===== config.mk =====
export PLATFORM = sky130hd
export DESIGN_NAME = lut_sweeper
export DESIGN_NICKNAME = d
export VERILOG_FILES = /design/src/rtl/lut_sweeper.sv
export SDC_FILE = /design/constraint.sdc
export NUM_CORES = 1
export LEC_CHECK = 0
export BUFFER_PORTS_ARGS = -buffer_cell sky130_fd_sc_hd__clkbuf_2
export CORE_MARGIN = 4
export CORE_UTILIZATION = 55
export CTS_CLUSTER_DIAMETER = 80
export CTS_CLUSTER_SIZE = 28
export DETAILED_ROUTE_END_ITERATION = 7
export HOLD_SLACK_MARGIN = 0.06
export PLACE_DENSITY = 0.89
export RECOVER_POWER = 100
export SLEW_MARGIN = 30
export SYNTH_ARGS = -nofsm -noshare
export SYNTH_HDL_FRONTEND = slang
export SYNTH_SLANG_ARGS = --single-unit

===== constraint.sdc =====
create_clock -name clk -period 4.53 [get_ports clk]
set_input_delay 0.2265 -clock clk [delete_from_list [all_inputs] [get_ports clk]]
set_output_delay 0.2265 -clock clk [all_outputs]
set_load 0.005 [all_outputs]

===== src/rtl/lut_sweeper.sv =====
// ---------------------------------------------------------------------------
// lut_sweeper
//
// Holds an N-input Boolean function as a programmable truth table and, on
// request, walks every input vector 0..DEPTH-1 (one per clock). Each vector
// is emitted with its function value. When the walk ends, a one-cycle done
// pulse reports how many table entries were 1.
//
// Optional feature macro: LUT_SWEEP_CHECK_EN. When it is defined, each output
// value is compared against a reference table captured at start.
//
// Parameters:
//   N      number of function inputs (1..6)
//   DEPTH  2**N truth-table entries (derived, not overridable)
//
// Ports:
//   clk        rising-edge clock
//   reset      asynchronous, active-high reset
//   lut_in     truth table; bit i is f(i), captured by load while idle
//   load       capture lut_in (idle only)
//   start      begin a sweep (idle only)
//   expected   reference table, sampled on start      (LUT_SWEEP_CHECK_EN)
//   mismatch   sticky per-sweep "value differed" flag  (LUT_SWEEP_CHECK_EN)
//   first_bad  index of first differing vector         (LUT_SWEEP_CHECK_EN)
//   x_out      current input vector (MSB = x_out[N-1])
//   s_out      function value for x_out
//   valid      x_out/s_out meaningful this cycle
//   busy       high during the cycles where vectors are emitted
//   done       one-cycle pulse after the last vector
//   ones_count number of 1 entries seen in the last completed sweep
// ---------------------------------------------------------------------------
module lut_sweeper #(
    parameter int N = 2,
    localparam int DEPTH = 2 ** N
) (
    input  logic             clk,
    input  logic             reset,
    input  logic [DEPTH-1:0] lut_in,
    input  logic             load,
    input  logic             start,
`ifdef LUT_SWEEP_CHECK_EN
    input  logic [DEPTH-1:0] expected,
    output logic             mismatch,
    output logic [N-1:0]     first_bad,
`endif
    output logic [N-1:0]     x_out,
    output logic             s_out,
    output logic             valid,
    output logic             busy,
    output logic             done,
    output logic [N:0]       ones_count
);

    typedef enum logic [1:0] {
        ST_IDLE  = 2'd0,
        ST_SWEEP = 2'd1,
        ST_DONE  = 2'd2
    } state_t;

    // The index never wraps, so the all-ones value is the terminal vector.
    localparam logic [N-1:0] LAST_IDX = {N{1'b1}};
    localparam logic [N-1:0] IDX_ONE  = N'(1);

    state_t           state_q;
    logic [DEPTH-1:0] table_q;
    logic [N-1:0]     idx_q;
    logic [N:0]       acc_q;
    logic [N-1:0]     x_q;
    logic             s_q;
    logic             valid_q;
    logic             busy_q;
    logic             done_q;
    logic [N:0]       ones_q;

    logic             cur_s_d;
    logic [N-1:0]     idx_d;
    logic [N:0]       acc_d;

`ifdef LUT_SWEEP_CHECK_EN
    logic [DEPTH-1:0] expected_q;
    logic             mismatch_q;
    logic [N-1:0]     first_bad_q;
`endif

    // Table lookup for the current index plus index/accumulator increments.
    always_comb begin
        cur_s_d = table_q[idx_q];
        idx_d   = idx_q + IDX_ONE;
        acc_d   = acc_q + {{N{1'b0}}, cur_s_d};
    end

    // Sweep FSM; every output is a register updated here.
    always_ff @(posedge clk or posedge reset) begin
        if (reset) begin
            state_q     <= ST_IDLE;
            table_q     <= {DEPTH{1'b0}};
            idx_q       <= {N{1'b0}};
            acc_q       <= {(N+1){1'b0}};
            x_q         <= {N{1'b0}};
            s_q         <= 1'b0;
            valid_q     <= 1'b0;
            busy_q      <= 1'b0;
            done_q      <= 1'b0;
            ones_q      <= {(N+1){1'b0}};
`ifdef LUT_SWEEP_CHECK_EN
            expected_q  <= {DEPTH{1'b0}};
            mismatch_q  <= 1'b0;
            first_bad_q <= {N{1'b0}};
`endif
        end else begin
            case (state_q)
                ST_IDLE: begin
                    done_q <= 1'b0;
                    // A load coinciding with start lands before the first
                    // lookup, which happens one edge later in SWEEP.
                    if (load) begin
                        table_q <= lut_in;
                    end
                    if (start) begin
                        idx_q       <= {N{1'b0}};
                        acc_q       <= {(N+1){1'b0}};
                        state_q     <= ST_SWEEP;
`ifdef LUT_SWEEP_CHECK_EN
                        expected_q  <= expected;
                        mismatch_q  <= 1'b0;
                        first_bad_q <= {N{1'b0}};
`endif
                    end
                end
                ST_SWEEP: begin
                    x_q     <= idx_q;
                    s_q     <= cur_s_d;
                    valid_q <= 1'b1;
                    busy_q  <= 1'b1;
                    acc_q   <= acc_d;
`ifdef LUT_SWEEP_CHECK_EN
                    // Only the first differing vector is recorded.
                    if (!mismatch_q && (cur_s_d != expected_q[idx_q])) begin
                        mismatch_q  <= 1'b1;
                        first_bad_q <= idx_q;
                    end
`endif
                    if (idx_q == LAST_IDX) begin
                        state_q <= ST_DONE;
                    end else begin
                        idx_q <= idx_d;
                    end
                end
                ST_DONE: begin
                    x_q     <= {N{1'b0}};
                    s_q     <= 1'b0;
                    valid_q <= 1'b0;
                    busy_q  <= 1'b0;
                    done_q  <= 1'b1;
                    ones_q  <= acc_q;
                    state_q <= ST_IDLE;
                end
                default: begin
                    x_q     <= {N{1'b0}};
                    s_q     <= 1'b0;
                    valid_q <= 1'b0;
                    busy_q  <= 1'b0;
                    done_q  <= 1'b0;
                    state_q <= ST_IDLE;
                end
            endcase
        end
    end

    assign x_out      = x_q;
    assign s_out      = s_q;
    assign valid      = valid_q;
    assign busy       = busy_q;
    assign done       = done_q;
    assign ones_count = ones_q;
`ifdef LUT_SWEEP_CHECK_EN
    assign mismatch   = mismatch_q;
    assign first_bad  = first_bad_q;
`endif

endmodule


# Yosys cells after proc, flatten, opt, wreduce, memory -nomap -nowiden
# Cells that the tools add are included.
[op_classes] add_sub_neg=2 magnitude_cmp=1 n_eq_ne=6 muxes=14 reduce_logical=6
[ops] op="case mux 2 bit (2 select lines)" n=3
[ops] op="two-way mux 2 bit" n=4
[ops] op="inequality test 2 bit, second input constant" n=3
[ops] op="case mux 1 bit (2 select lines)" n=3
[ops] op="case mux 3 bit (2 select lines)" n=1
[ops] op="AND reduction 2 bit" n=3
[ops] op="equality test 2 bit, second input constant" n=2
[ops] op="adder 3 x 1 -> 3 bit" n=1
[ops] op="less-than comparator 2 x 3 -> 1 bit, second input constant" n=1
[ops] op="two-way mux 3 bit" n=1
[ops] op="AND reduction 3 bit" n=1
[ops] op="adder 2 x 1 -> 2 bit, second input constant" n=1
[ops] op="binary-select mux 1 bit (select 2 bit)" n=1
[ops] op="equality test 2 x 1 -> 1 bit, second input constant" n=1
[ops] op="zero test 2 bit" n=1
[ops] op="nonzero test 2 bit" n=1
[ops] op="two-way mux 1 bit" n=1
[word_totals] reg_bits=19 in_bits=8 output_inout_bits=9 word_cells=38

# Depth between registers and ports, before layout
# Gate-level depths: netlist of run 1.
[depth] word_depth=4 depth_mapped=5 mapped_depth_nobuf=5

# Worst setup path after synthesis of run 1
# Ideal clock, no wire load.
[synth_path] path_kind="reg-to-reg" from="register idx_q[0]" to="register acc_q[2]" setup_ns=0.121 t_arrival_ns=1.756 required_ns=4.409 slack_ns=2.653 stages_incl_launch_ff=6 n_path_buf=0 synth_period_minus_slack_ns=1.877 cell_sequence="dfrtp_1 mux4_2 ha_1 ha_1 mux2_2 a22o_1"
[synth_via] elab_chain_cells=4
[synth_lines] element="from (decl)" line_no="66" source="logic [N-1:0] idx_q;"
[synth_lines] element="from (signal assigned)" line_no="97" source="idx_q <= {N{1'b0}};"
[synth_lines] element="from (signal assigned)" line_no="120" source="idx_q <= {N{1'b0}};"
[synth_lines] element="from (signal assigned)" line_no="146" source="idx_q <= idx_d;"
[synth_lines] element="binary-select mux 1 bit (select 2 bit)" line_no="87" source="cur_s_d = table_q[idx_q];"
[synth_lines] element="two-way mux 1 bit (implied by the code)" line_no="87"
[synth_lines] element="adder 3 x 1 -> 3 bit" line_no="89" source="acc_d = acc_q + {{N{1'b0}}, cur_s_d};"
[synth_lines] element="case mux 3 bit (2 select lines)" line_no="111" source="case (state_q)"
[synth_lines] element="to (signal assigned)" line_no="98" source="acc_q <= {(N+1){1'b0}};"
[synth_lines] element="to (signal assigned)" line_no="121" source="acc_q <= {(N+1){1'b0}};"
[synth_lines] element="to (decl)" line_no="67" source="logic [N:0] acc_q;"
# Every way passes these cells. The select of a mux whose other input is x is not followed.
# A chain may end at the register's enable or synchronous reset.

# Worst setup path after layout of run 1
# Same ends and word-level chain as after synthesis.

==> metrics.txt, run 1 <==
Die X 47.0 microns; Post-synth EDFFs 0; count of unresolved DRC violations after routing 0; Required @ worst endpoint 4710 ps; sequential cell area fraction in the yosys report 56.9%; count of fill cells added during filler insertion 104; initial antenna violation count 0; starting density of the core 61.2%; n_diodes 0; final setup skew 2.68 ps; detailed-route via count 529; number of global-route vias before repair 540; maximum number of pins on one net before global-route repair 20; count of buffers inserted at the top-level ports 16; startpoint-to-endpoint class of the critical path flop to flop; clock buffer depth 2; CP max FO 5; row count 13; count of boundary I/O pins 17; number of slew-limit violations in the final report 0; fmax 505 MHz; average wire length per cell after detail routing around 15 microns; area of the core 0.00137 sq mm; RSZ-0062 raised after global routing no; overall overflow remaining after global route 0; Die Footprint approximately 0.0022 sq mm; TritonCTS clock tree done; gate count after technology mapping around 60; Starting DRT DRC Count 10; total clock sinks 19; fraction of final layout cells with drive strength greater than 1 31.6%; total routed wirelength 1380 microns; total power per unit cell area 706 mW/mm^2; die outline height between 40 and 50 microns; synth unique cells 17; Cell Area, Synth between 800 and 900 sq um; Final setup viols 0; slew at the pin with the worst max-slew slack 677 ps; class of the tightest hold or removal check primary input to flop; headroom to the max-slew limit between 50% and 60%; Reg area 475 sq um; status finished, final reports clean; syn nets 72; Final Hold Slack 171 ps; highest ir drop seen on vdd 352 uV; worst endpoint data arrival time 2160 ps; fraction of registers with async set or reset after synthesis 100%; max_cap viols 0; global placer's final weighted congestion approximately 0.77; first-pass GRT wire length 2300 microns; capturing element type of the critical path flop; Root Buffer Master sky130_fd_sc_hd__clkbuf_4; clk_lat worst skew 280 ps; flops & latches, synth 19; Period Utilization, post-route 43.7%; clock period minus final worst setup slack 1980 ps; H-tree level count 1; Clock transition at path regs 100 ps; detailed-route vias per instance 5.63; number of nets with antenna violations after routing 0; warning count from the yosys run 0; utilization of the core after routing 68.8%; number of nets in the layout 91; crit start category flop; Primary FF master, synth sky130_fd_sc_hd__dfrtp_1; CTS buffer count 3; Final Hold Violating Endpoints 0; layout-stage area growth over the synthesis result 12.4%; GRT Overall Usage 14.8%; footprint of the multi-input gates 328 sq um; Initial DRT Pass Iterations 4; average footprint of a synthesized cell ~14 sq um; sum of negative setup slack 0 ps; Lkg Pwr 0.479 nW
## per-layer routing
metal	share of wire (%)	GRT usage (%)
met2	54	27.6
met5	0	0
met4	0.29	3.31
met3	4.4	3.45
met1	41	17.0
## synth_stat cells (2+ instances only)
cell type	count	share of area, %
sky130_fd_sc_hd__a22o_1	5	5.2
sky130_fd_sc_hd__nor2_1	8	3.6
sky130_fd_sc_hd__mux2_2	9	12
sky130_fd_sc_hd__dfrtp_1	19	57
sky130_fd_sc_hd__inv_1	2	0.90
sky130_fd_sc_hd__buf_4	2	1.8
sky130_fd_sc_hd__ha_1	3	4.5
sky130_fd_sc_hd__mux2i_1	4	4.8
## flip-flops by register name, indices dropped and copies added, names as in the netlist
signal      count
table_q         4
x_out           2
ones_count      3
acc_q           3
busy            1
idx_q           2
s_out           1
done            1
state_q         2
## placed cells by master (no fill, tap or decap)
cell,instances
sky130_fd_sc_hd__nor2b_1,1
sky130_fd_sc_hd__and2b_1,1
sky130_fd_sc_hd__clkbuf_1,6
sky130_fd_sc_hd__clkbuf_4,3
sky130_fd_sc_hd__mux2_2,9
sky130_fd_sc_hd__a22o_2,1
sky130_fd_sc_hd__ha_1,3
sky130_fd_sc_hd__mux2i_1,4
sky130_fd_sc_hd__dlygate4sd3_1,1
sky130_fd_sc_hd__a21o_1,1
sky130_fd_sc_hd__nor2_1,8
sky130_fd_sc_hd__mux4_2,1
sky130_fd_sc_hd__inv_1,2
sky130_fd_sc_hd__a22o_1,5
sky130_fd_sc_hd__dfrtp_1,19
sky130_fd_sc_hd__o21bai_1,1
sky130_fd_sc_hd__and2_0,1
sky130_fd_sc_hd__clkbuf_2,11
sky130_fd_sc_hd__nor3b_1,1
## where the power goes
part / switching [mW] / total, mW / internal [mW]
Combinational: 0.104 / 0.260 / 0.155
Clock: 0.0469 / 0.0810 / 0.0341
Sequential: 0.0738 / 0.322 / 0.249
## stage by stage
stage	instances	setup slack (ps)	power, mW	cell area [sq um]
after floorplan	61	2650	0.516	836
after global placement	89	2630	0.575	915
after detailed placement	89	2560	0.599	915
after CTS	94	2550	0.679	951
after global routing	94	2510	0.721	940
final	94	2550	0.663	940
## final cells by class
class                      instances  share of cell area [%]
clock buffer                       4                    2.80
inverter                           2                   0.799
multi-input combinational         37                    34.9
sequential                        19                    50.6
tap                               15                    2.00
timing repair buffer              17                    8.92
## cells by family (layout without fill, tap and decap cells)
kind of cell,count (synthesis),count (layout),synth area share (%)
AND/OR/NAND/NOR,12,12,7.49
buffers and inverters,5,23,3.29
adder cells (fa/ha/maj),3,3,4.49
AO/OA/AOI/OAI,8,8,8.23
multiplexers,14,14,19.6
flip-flops,19,19,56.9
## worst max-delay path: stages, from the launching register on
cell,delay (ps)
sky130_fd_sc_hd__dfrtp_1,460
sky130_fd_sc_hd__mux4_2,550
sky130_fd_sc_hd__ha_1,200
sky130_fd_sc_hd__ha_1,180
sky130_fd_sc_hd__mux2_2,270
sky130_fd_sc_hd__a22o_1,220
## worst paths after layout
path,slack [ps],cells after the start,endpoint,from
min in group asynchronous,560,3,acc_q[2]$_DFFE_PP0P_,reset
max reg2reg,2550,5,acc_q[2]$_DFFE_PP0P_,idx_q[0]$_DFFE_PP0P_
max,2550,5,acc_q[2]$_DFFE_PP0P_,idx_q[0]$_DFFE_PP0P_
max in group asynchronous,3540,3,idx_q[0]$_DFFE_PP0P_,reset
min,170,2,table_q[2]$_DFFE_PP0P_,lut_in[2]
min reg2reg,490,1,done$_DFFE_PP0N_,done$_DFFE_PP0N_
## what timing repair did
action | CTS | global route
setup buffers | 0 | 0
gates resized for setup | 0 | 0
hold buffers | 1 | 0
hold endpoints to repair | 19 | 0
(Power assumes the default switching activity.)
==> inputs of run 2 (changes only) <==
--- a/config.mk
+++ b/config.mk
@@ -7,12 +7,12 @@
 export LEC_CHECK = 0
 export BUFFER_PORTS_ARGS = -buffer_cell sky130_fd_sc_hd__clkbuf_2
 export CORE_MARGIN = 4
-export CORE_UTILIZATION = 55
+export CORE_UTILIZATION = 51
 export CTS_CLUSTER_DIAMETER = 80
 export CTS_CLUSTER_SIZE = 28
 export DETAILED_ROUTE_END_ITERATION = 7
 export HOLD_SLACK_MARGIN = 0.06
-export PLACE_DENSITY = 0.89
+export PLACE_DENSITY = 0.84
 export RECOVER_POWER = 100
 export SLEW_MARGIN = 30
 export SYNTH_ARGS = -nofsm -noshare
==> constraint.sdc (replaced) <==
create_clock -name clk -period 1.9 [get_ports clk]
set_input_delay 0.095 -clock clk [delete_from_list [all_inputs] [get_ports clk]]
set_output_delay 0.095 -clock clk [all_outputs]
set_load 0.005 [all_outputs]
==> metrics.txt, run 2 (synthesis results as in run 1) <==
number of slew-limit violations in the final report 0 (unchanged); count of fill cells added during filler insertion 119 (was 104); Final setup viols 0 (unchanged); startpoint-to-endpoint class of the critical path flop to flop (unchanged); Initial DRT Pass Iterations 4 (unchanged); number of global-route vias before repair 555 (was 540); total routed wirelength 1430 microns (was 1380 microns); Endpoint, Worst Hold table_q[2]$_DFFE_PP0P_ (unchanged); Post-Place Setup Slack 36.7 ps (was 2560 ps); die outline height 48.5 microns (was 47.0 microns); initial antenna violation count 0 (unchanged); Die Footprint 0.00235 sq mm (was 0.00221 sq mm); met3 WL 63 microns (was 61 microns); CTS buffer count 3 (unchanged); Final Hold Violating Endpoints 0 (unchanged); hold path startpoint load (was lut_in[2]); first-pass GRT wire length 2510 microns (was 2300 microns); CP max FO 2 (was 5); least setup slack across all paths after layout 38.6 ps (was 2550 ps); post-CTS repair timing setup buffer count 0 (unchanged); Reg2Reg Launch Point idx_q[0]$_DFFE_PP0P_ (unchanged); utilization of the core after routing 65.9% (was 68.8%); Period Utilization, post-route 98.0% (was 43.7%); maximum number of pins on one net before global-route repair 20 (unchanged); global placer's final weighted congestion 0.746 (was 0.766); Starting DRT DRC Count 6 (was 10); GRT Overall Usage 13.5% (was 14.8%); status finished, final reports clean (unchanged); area of the core 0.00152 sq mm (was 0.00137 sq mm); overall overflow remaining after global route 0 (unchanged); Required @ worst endpoint 2080 ps (was 4710 ps); fraction of final layout cells with drive strength greater than 1 35.3% (was 31.6%); Root Buffer Master sky130_fd_sc_hd__clkbuf_4 (unchanged); H-tree level count 1 (unchanged); number of nets in the layout 97 (was 91); endpoint of the most critical register-to-register path acc_q[2]$_DFFE_PP0P_ (unchanged); worst endpoint data arrival time 2040 ps (was 2160 ps); RSZ-0062 raised after global routing yes (was no); most common cell after layout, fill and taps aside sky130_fd_sc_hd__dfrtp_1 (unchanged); detailed-route vias per instance 5.43 (was 5.63); n_diodes 0 (unchanged); detailed-route via count 548 (was 529); TritonCTS clock tree done (unchanged); headroom to the max-slew limit 53.8% (was 54.8%); final setup skew 8.28 ps (was 2.68 ps); count of buffers inserted at the top-level ports 16 (unchanged); Reg area 475 sq um (unchanged); register with the highest flop count table_q (unchanged); highest ir drop seen on vdd 820 uV (was 352 uV); clock buffer depth 2 (unchanged); row count 14 (was 13); met1 wire length 594 microns (was 567 microns); slew at the pin with the worst max-slew slack 692 ps (was 677 ps); capturing element type of the critical path flop (unchanged); total power per unit cell area 1600 mW/mm^2 (was 706 mW/mm^2); max FFs per register 4 (unchanged); average wire length per cell after detail routing 14.2 microns (was 14.7 microns); commonest non-fill, non-tap cells in the layout sky130_fd_sc_hd__dfrtp_1 (19), sky130_fd_sc_hd__clkbuf_2 (13), sky130_fd_sc_hd__mux2_2 (9) (was sky130_fd_sc_hd__dfrtp_1 (19), sky130_fd_sc_hd__clkbuf_2 (11), sky130_fd_sc_hd__mux2_2 (9)); top sig layer met4 (unchanged); count of boundary I/O pins 17 (unchanged); sum of negative setup slack 0 ps (unchanged); clock period minus final worst setup slack 1860 ps (was 1980 ps); Lkg Pwr 0.512 nW (was 0.479 nW); fmax 537 MHz (was 505 MHz); max_cap viols 0 (unchanged); metal2 WL 766 microns (was 749 microns); footprint of the multi-input gates 330 sq um (was 328 sq um); Detail Placement HPWL just over 1000 microns; Clock transition at path regs 110 ps (was 100 ps); worst reg-to-reg path cell count 5 (unchanged); Die X 48.5 microns (was 47.0 microns); total clock sinks 19 (unchanged); layout-stage area growth over the synthesis result 20.2% (was 12.4%); Hold Crit Depth 3 (was 2); worst-case register-to-register setup slack 40 ps (was 2550 ps); class of the tightest hold or removal check primary input to flop (unchanged); Final Hold Slack 346 ps (was 171 ps); starting density of the core 54.8% (was 61.2%); number of nets with antenna violations after routing 0 (unchanged); clk_lat worst skew 290 ps (was 280 ps); crit start category flop (unchanged); count of unresolved DRC violations after routing 0 (unchanged)
-- run 2: layer usage --
metal  up-vias  track usage [%]
met1       268             17.2
li1        264                -
met3         2             3.99
met2        14             21.5
met5         -                0
met4         0             5.38
-- run 2: cell type report --
cell class	count	share of cell area [%]
inverters	2	0.747
well taps	16	1.99
multi-input cells	37	32.9
repair buffers	23	14.3
clock inverters	1	0.498
clock buffers	3	2.24
flip-flops and latches	19	47.3
-- run 2: what timing repair did --
action / 4_1_cts / 5_1_grt
gates resized for setup: 0 / 1
hold buffers: 5 / 1
endpoints found under the hold margin: 23 / 1
setup endpoints to repair: 0 / 1
-- run 2: how the worst max path moves through the flow --
stage               slack, ps                   end  depth (start not counted)            startpoint
floorplan                  20  acc_q[2]$_DFFE_PP0P_                          5  idx_q[0]$_DFFE_PP0P_
global placement           80  acc_q[2]$_DFFE_PP0P_                          5  idx_q[0]$_DFFE_PP0P_
detailed placement         40  acc_q[2]$_DFFE_PP0P_                          5  idx_q[0]$_DFFE_PP0P_
CTS                        20  acc_q[2]$_DFFE_PP0P_                          5  idx_q[0]$_DFFE_PP0P_
global route              -20  acc_q[2]$_DFFE_PP0P_                          5  idx_q[0]$_DFFE_PP0P_
finish                     40  acc_q[2]$_DFFE_PP0P_                          5  idx_q[0]$_DFFE_PP0P_
-- run 2: per-stage QoR --
stage               cells  cell area, sq um  power, mW
global placement       91               923       1.38
global route          101              1000       1.75
floorplan              61               836       1.23
finish                101              1000       1.61
detailed placement     91               923       1.43
CTS                   100              1000       1.64
-- run 2: worst max-delay path, stage by stage (launching register included) --
cell and delay (ps):
sky130_fd_sc_hd__dfrtp_1 380, sky130_fd_sc_hd__mux4_2 520, sky130_fd_sc_hd__ha_2 190, sky130_fd_sc_hd__ha_1 180, sky130_fd_sc_hd__mux2_2 270, sky130_fd_sc_hd__a22o_1 220
-- run 2: report_power, final --
group          switching (mW)  internal [mW]
registers               0.159          0.593
clock network           0.118         0.0782
logic                   0.265          0.399
==> inputs of run 3 (changes only) <==
--- a/config.mk
+++ b/config.mk
@@ -7,13 +7,14 @@
 export LEC_CHECK = 0
 export BUFFER_PORTS_ARGS = -buffer_cell sky130_fd_sc_hd__clkbuf_2
 export CORE_MARGIN = 4
-export CORE_UTILIZATION = 51
+export CORE_UTILIZATION = 46
 export CTS_CLUSTER_DIAMETER = 80
 export CTS_CLUSTER_SIZE = 28
 export DETAILED_ROUTE_END_ITERATION = 7
 export HOLD_SLACK_MARGIN = 0.06
-export PLACE_DENSITY = 0.84
+export PLACE_DENSITY = 0.8
 export RECOVER_POWER = 100
+export SETUP_SLACK_MARGIN = 0.3
 export SLEW_MARGIN = 30
 export SYNTH_ARGS = -nofsm -noshare
 export SYNTH_HDL_FRONTEND = slang
==> constraint.sdc (replaced) <==
create_clock -name clk -period 1.6 [get_ports clk]
set_input_delay 0.08 -clock clk [delete_from_list [all_inputs] [get_ports clk]]
set_output_delay 0.08 -clock clk [all_outputs]
set_load 0.005 [all_outputs]
==> metrics.txt, run 3 (synthesis results as in run 1) <==
post-route cell area 0.00109 sq mm (was 0.00100 sq mm); most common cell after layout, fill and taps aside sky130_fd_sc_hd__dfrtp_1 (unchanged); CP max FO 2 (unchanged); max_cap viols 0 (unchanged); final non-filler cell total 114 (was 101); clock buffer depth 2 (unchanged); Reg area 477 sq um (was 475 sq um); layout-stage area growth over the synthesis result 30.1% (was 20.2%); GRT Overall Usage 15.9% (was 13.5%); slew at the pin with the worst max-slew slack 700 ps (was 692 ps); status complete, but fails checks (was finished, final reports clean); average wire length per cell after detail routing 13.9 microns (was 14.2 microns); utilization of the core after routing 63.0% (was 65.9%); total clock sinks 19 (unchanged); total routed wirelength 1580 microns (was 1430 microns); total power per unit cell area 1930 mW/mm^2 (was 1600 mW/mm^2); class of the tightest hold or removal check primary input to flop (unchanged); Lkg Pwr 0.539 nW (was 0.512 nW); number of slew-limit violations in the final report 0 (unchanged); starting density of the core 48.4% (was 54.8%); register with the highest flop count table_q (unchanged); Final Hold Violating Endpoints 0 (unchanged); count of fill cells added during filler insertion 153 (was 119); placed cells 103 (was 91); capturing element type of the critical path flop (unchanged); number of nets with antenna violations after routing 0 (unchanged); Post-Place Setup Slack -236 ps (was 36.7 ps); least setup slack across all paths after layout -229 ps (was 38.6 ps); row count 15 (was 14); count of boundary I/O pins 17 (unchanged); H-tree level count 1 (unchanged); crit start category flop (unchanged); number of global-route vias before repair 640 (was 555); Final setup viols 1 (was 0); sum of negative setup slack -229 ps (was 0 ps); maximum number of pins on one net before global-route repair 20 (unchanged); max FFs per register 4 (unchanged); met2 demand-to-capacity share in global routing 25.2% (was 21.5%); clk_lat worst skew 300 ps (was 290 ps); violations in the final reports setup timing; dpl cell area 982 sq um (was 923 sq um); count of unresolved DRC violations after routing 0 (unchanged); headroom to the max-slew limit 53.3% (was 53.8%); number of nets in the layout 101 (was 97); Overall Power 2.10 mW (was 1.61 mW); n_diodes 0 (unchanged); Detail Placement HPWL 1180 microns (was 1020 microns); footprint of the multi-input gates 372 sq um (was 330 sq um); GR met3 Demand/Resource 3.86% (was 3.99%); highest ir drop seen on vdd 988 uV (was 820 uV); final setup skew 3.93 ps (was 8.28 ps); count of buffers inserted at the top-level ports 16 (unchanged); initial antenna violation count 0 (unchanged); worst endpoint data arrival time 2030 ps (was 2040 ps); area of the core 0.00173 sq mm (was 0.00152 sq mm); CTS buffer count 3 (unchanged); fmax 547 MHz (was 537 MHz); detailed-route vias per instance 5.25 (was 5.43); global placer's final weighted congestion 0.716 (was 0.746); Die X 50.6 microns (was 48.5 microns); fraction of final layout cells with drive strength greater than 1 38.2% (was 35.3%); Root Buffer Master sky130_fd_sc_hd__clkbuf_4 (unchanged); clock period minus final worst setup slack 1830 ps (was 1860 ps); GR met1 Demand/Resource 19.2% (was 17.2%); RSZ-0062 raised after global routing yes (unchanged); Clock transition at path regs 110 ps (about the same); Initial DRT Pass Iterations 4 (unchanged); Starting DRT DRC Count 3 (was 6); commonest non-fill, non-tap cells in the layout sky130_fd_sc_hd__dfrtp_1 (18), sky130_fd_sc_hd__clkbuf_2 (13), sky130_fd_sc_hd__nor2_1 (8) (was sky130_fd_sc_hd__dfrtp_1 (19), sky130_fd_sc_hd__clkbuf_2 (13), sky130_fd_sc_hd__mux2_2 (9)); Required @ worst endpoint 1800 ps (was 2080 ps); busiest metal layer after global routing met2 (unchanged); first-pass GRT wire length 2930 microns (was 2510 microns); Final Hold Slack 248 ps (was 346 ps); Die Footprint 0.00256 sq mm (was 0.00235 sq mm); startpoint-to-endpoint class of the critical path flop to flop (unchanged); die outline height 50.6 microns (was 48.5 microns); Period Utilization, post-route 114% (was 98.0%); overall overflow remaining after global route 0 (unchanged); TritonCTS clock tree done (unchanged); detailed-route via count 599 (was 548)
run 3: changes by cell type in the layout (fill, tap and decap cells not counted), sizes merged:
cell	previous run	this run
clkbuf	19	20
buf	1	5
clkinv	1	0
run 3: what timing repair did:
action,CTS,global route
hold buffers,6,0
pin swaps,1,0
setup buffers,0,1
endpoints found under the setup margin,9,11
endpoints found under the hold margin,24,0
gates resized for setup,5,6
run 3: layer usage:
metal | part of all wire [%] | vias to the layer above
met5 | 0 | -
met4 | 2.7 | 0
met3 | 4.5 | 5
met2 | 48 | 19
met1 | 44 | 305
li1 | - | 270
run 3: layout make-up:
class                      instances  area share (%)
sequential                        19            43.8
multi-input combinational         37            34.2
timing repair buffer              27            16.0
tap                               25            2.88
clock buffer                       4            2.42
inverter                           2           0.690
run 3: worst max-delay path, cell delays in order (launching register included):
cell                      delay, ps
sky130_fd_sc_hd__dfrtp_1        380
sky130_fd_sc_hd__mux4_2         560
sky130_fd_sc_hd__ha_4           190
sky130_fd_sc_hd__ha_4           140
sky130_fd_sc_hd__mux2_2         260
sky130_fd_sc_hd__a22o_1         200
run 3: report_power, final:
part,total [mW],switching [mW],internal (mW)
registers,0.881,0.175,0.706
logic,0.971,0.402,0.569
clock network,0.245,0.147,0.0972
run 3: path summary, 6_finish.rpt:
| kind | cells after the start | slack [ps] | startpoint | endpoint |
|---|---|---|---|---|
| max | 5 | -230 | idx_q[0]$_DFFE_PP0P_ | acc_q[2]$_DFFE_PP0P_ |
| min | 3 | 250 | load | table_q[1]$_DFFE_PP0P_ |
| max reg2reg | 5 | -230 | idx_q[0]$_DFFE_PP0P_ | acc_q[2]$_DFFE_PP0P_ |
| min reg2reg | 1 | 490 | done$_DFFE_PP0N_ | done$_DFFE_PP0N_ |
| max in group asynchronous | 3 | 690 | reset | state_q[1]$_DFFE_PP0P_ |
| min in group asynchronous | 3 | 420 | reset | table_q[1]$_DFFE_PP0P_ |
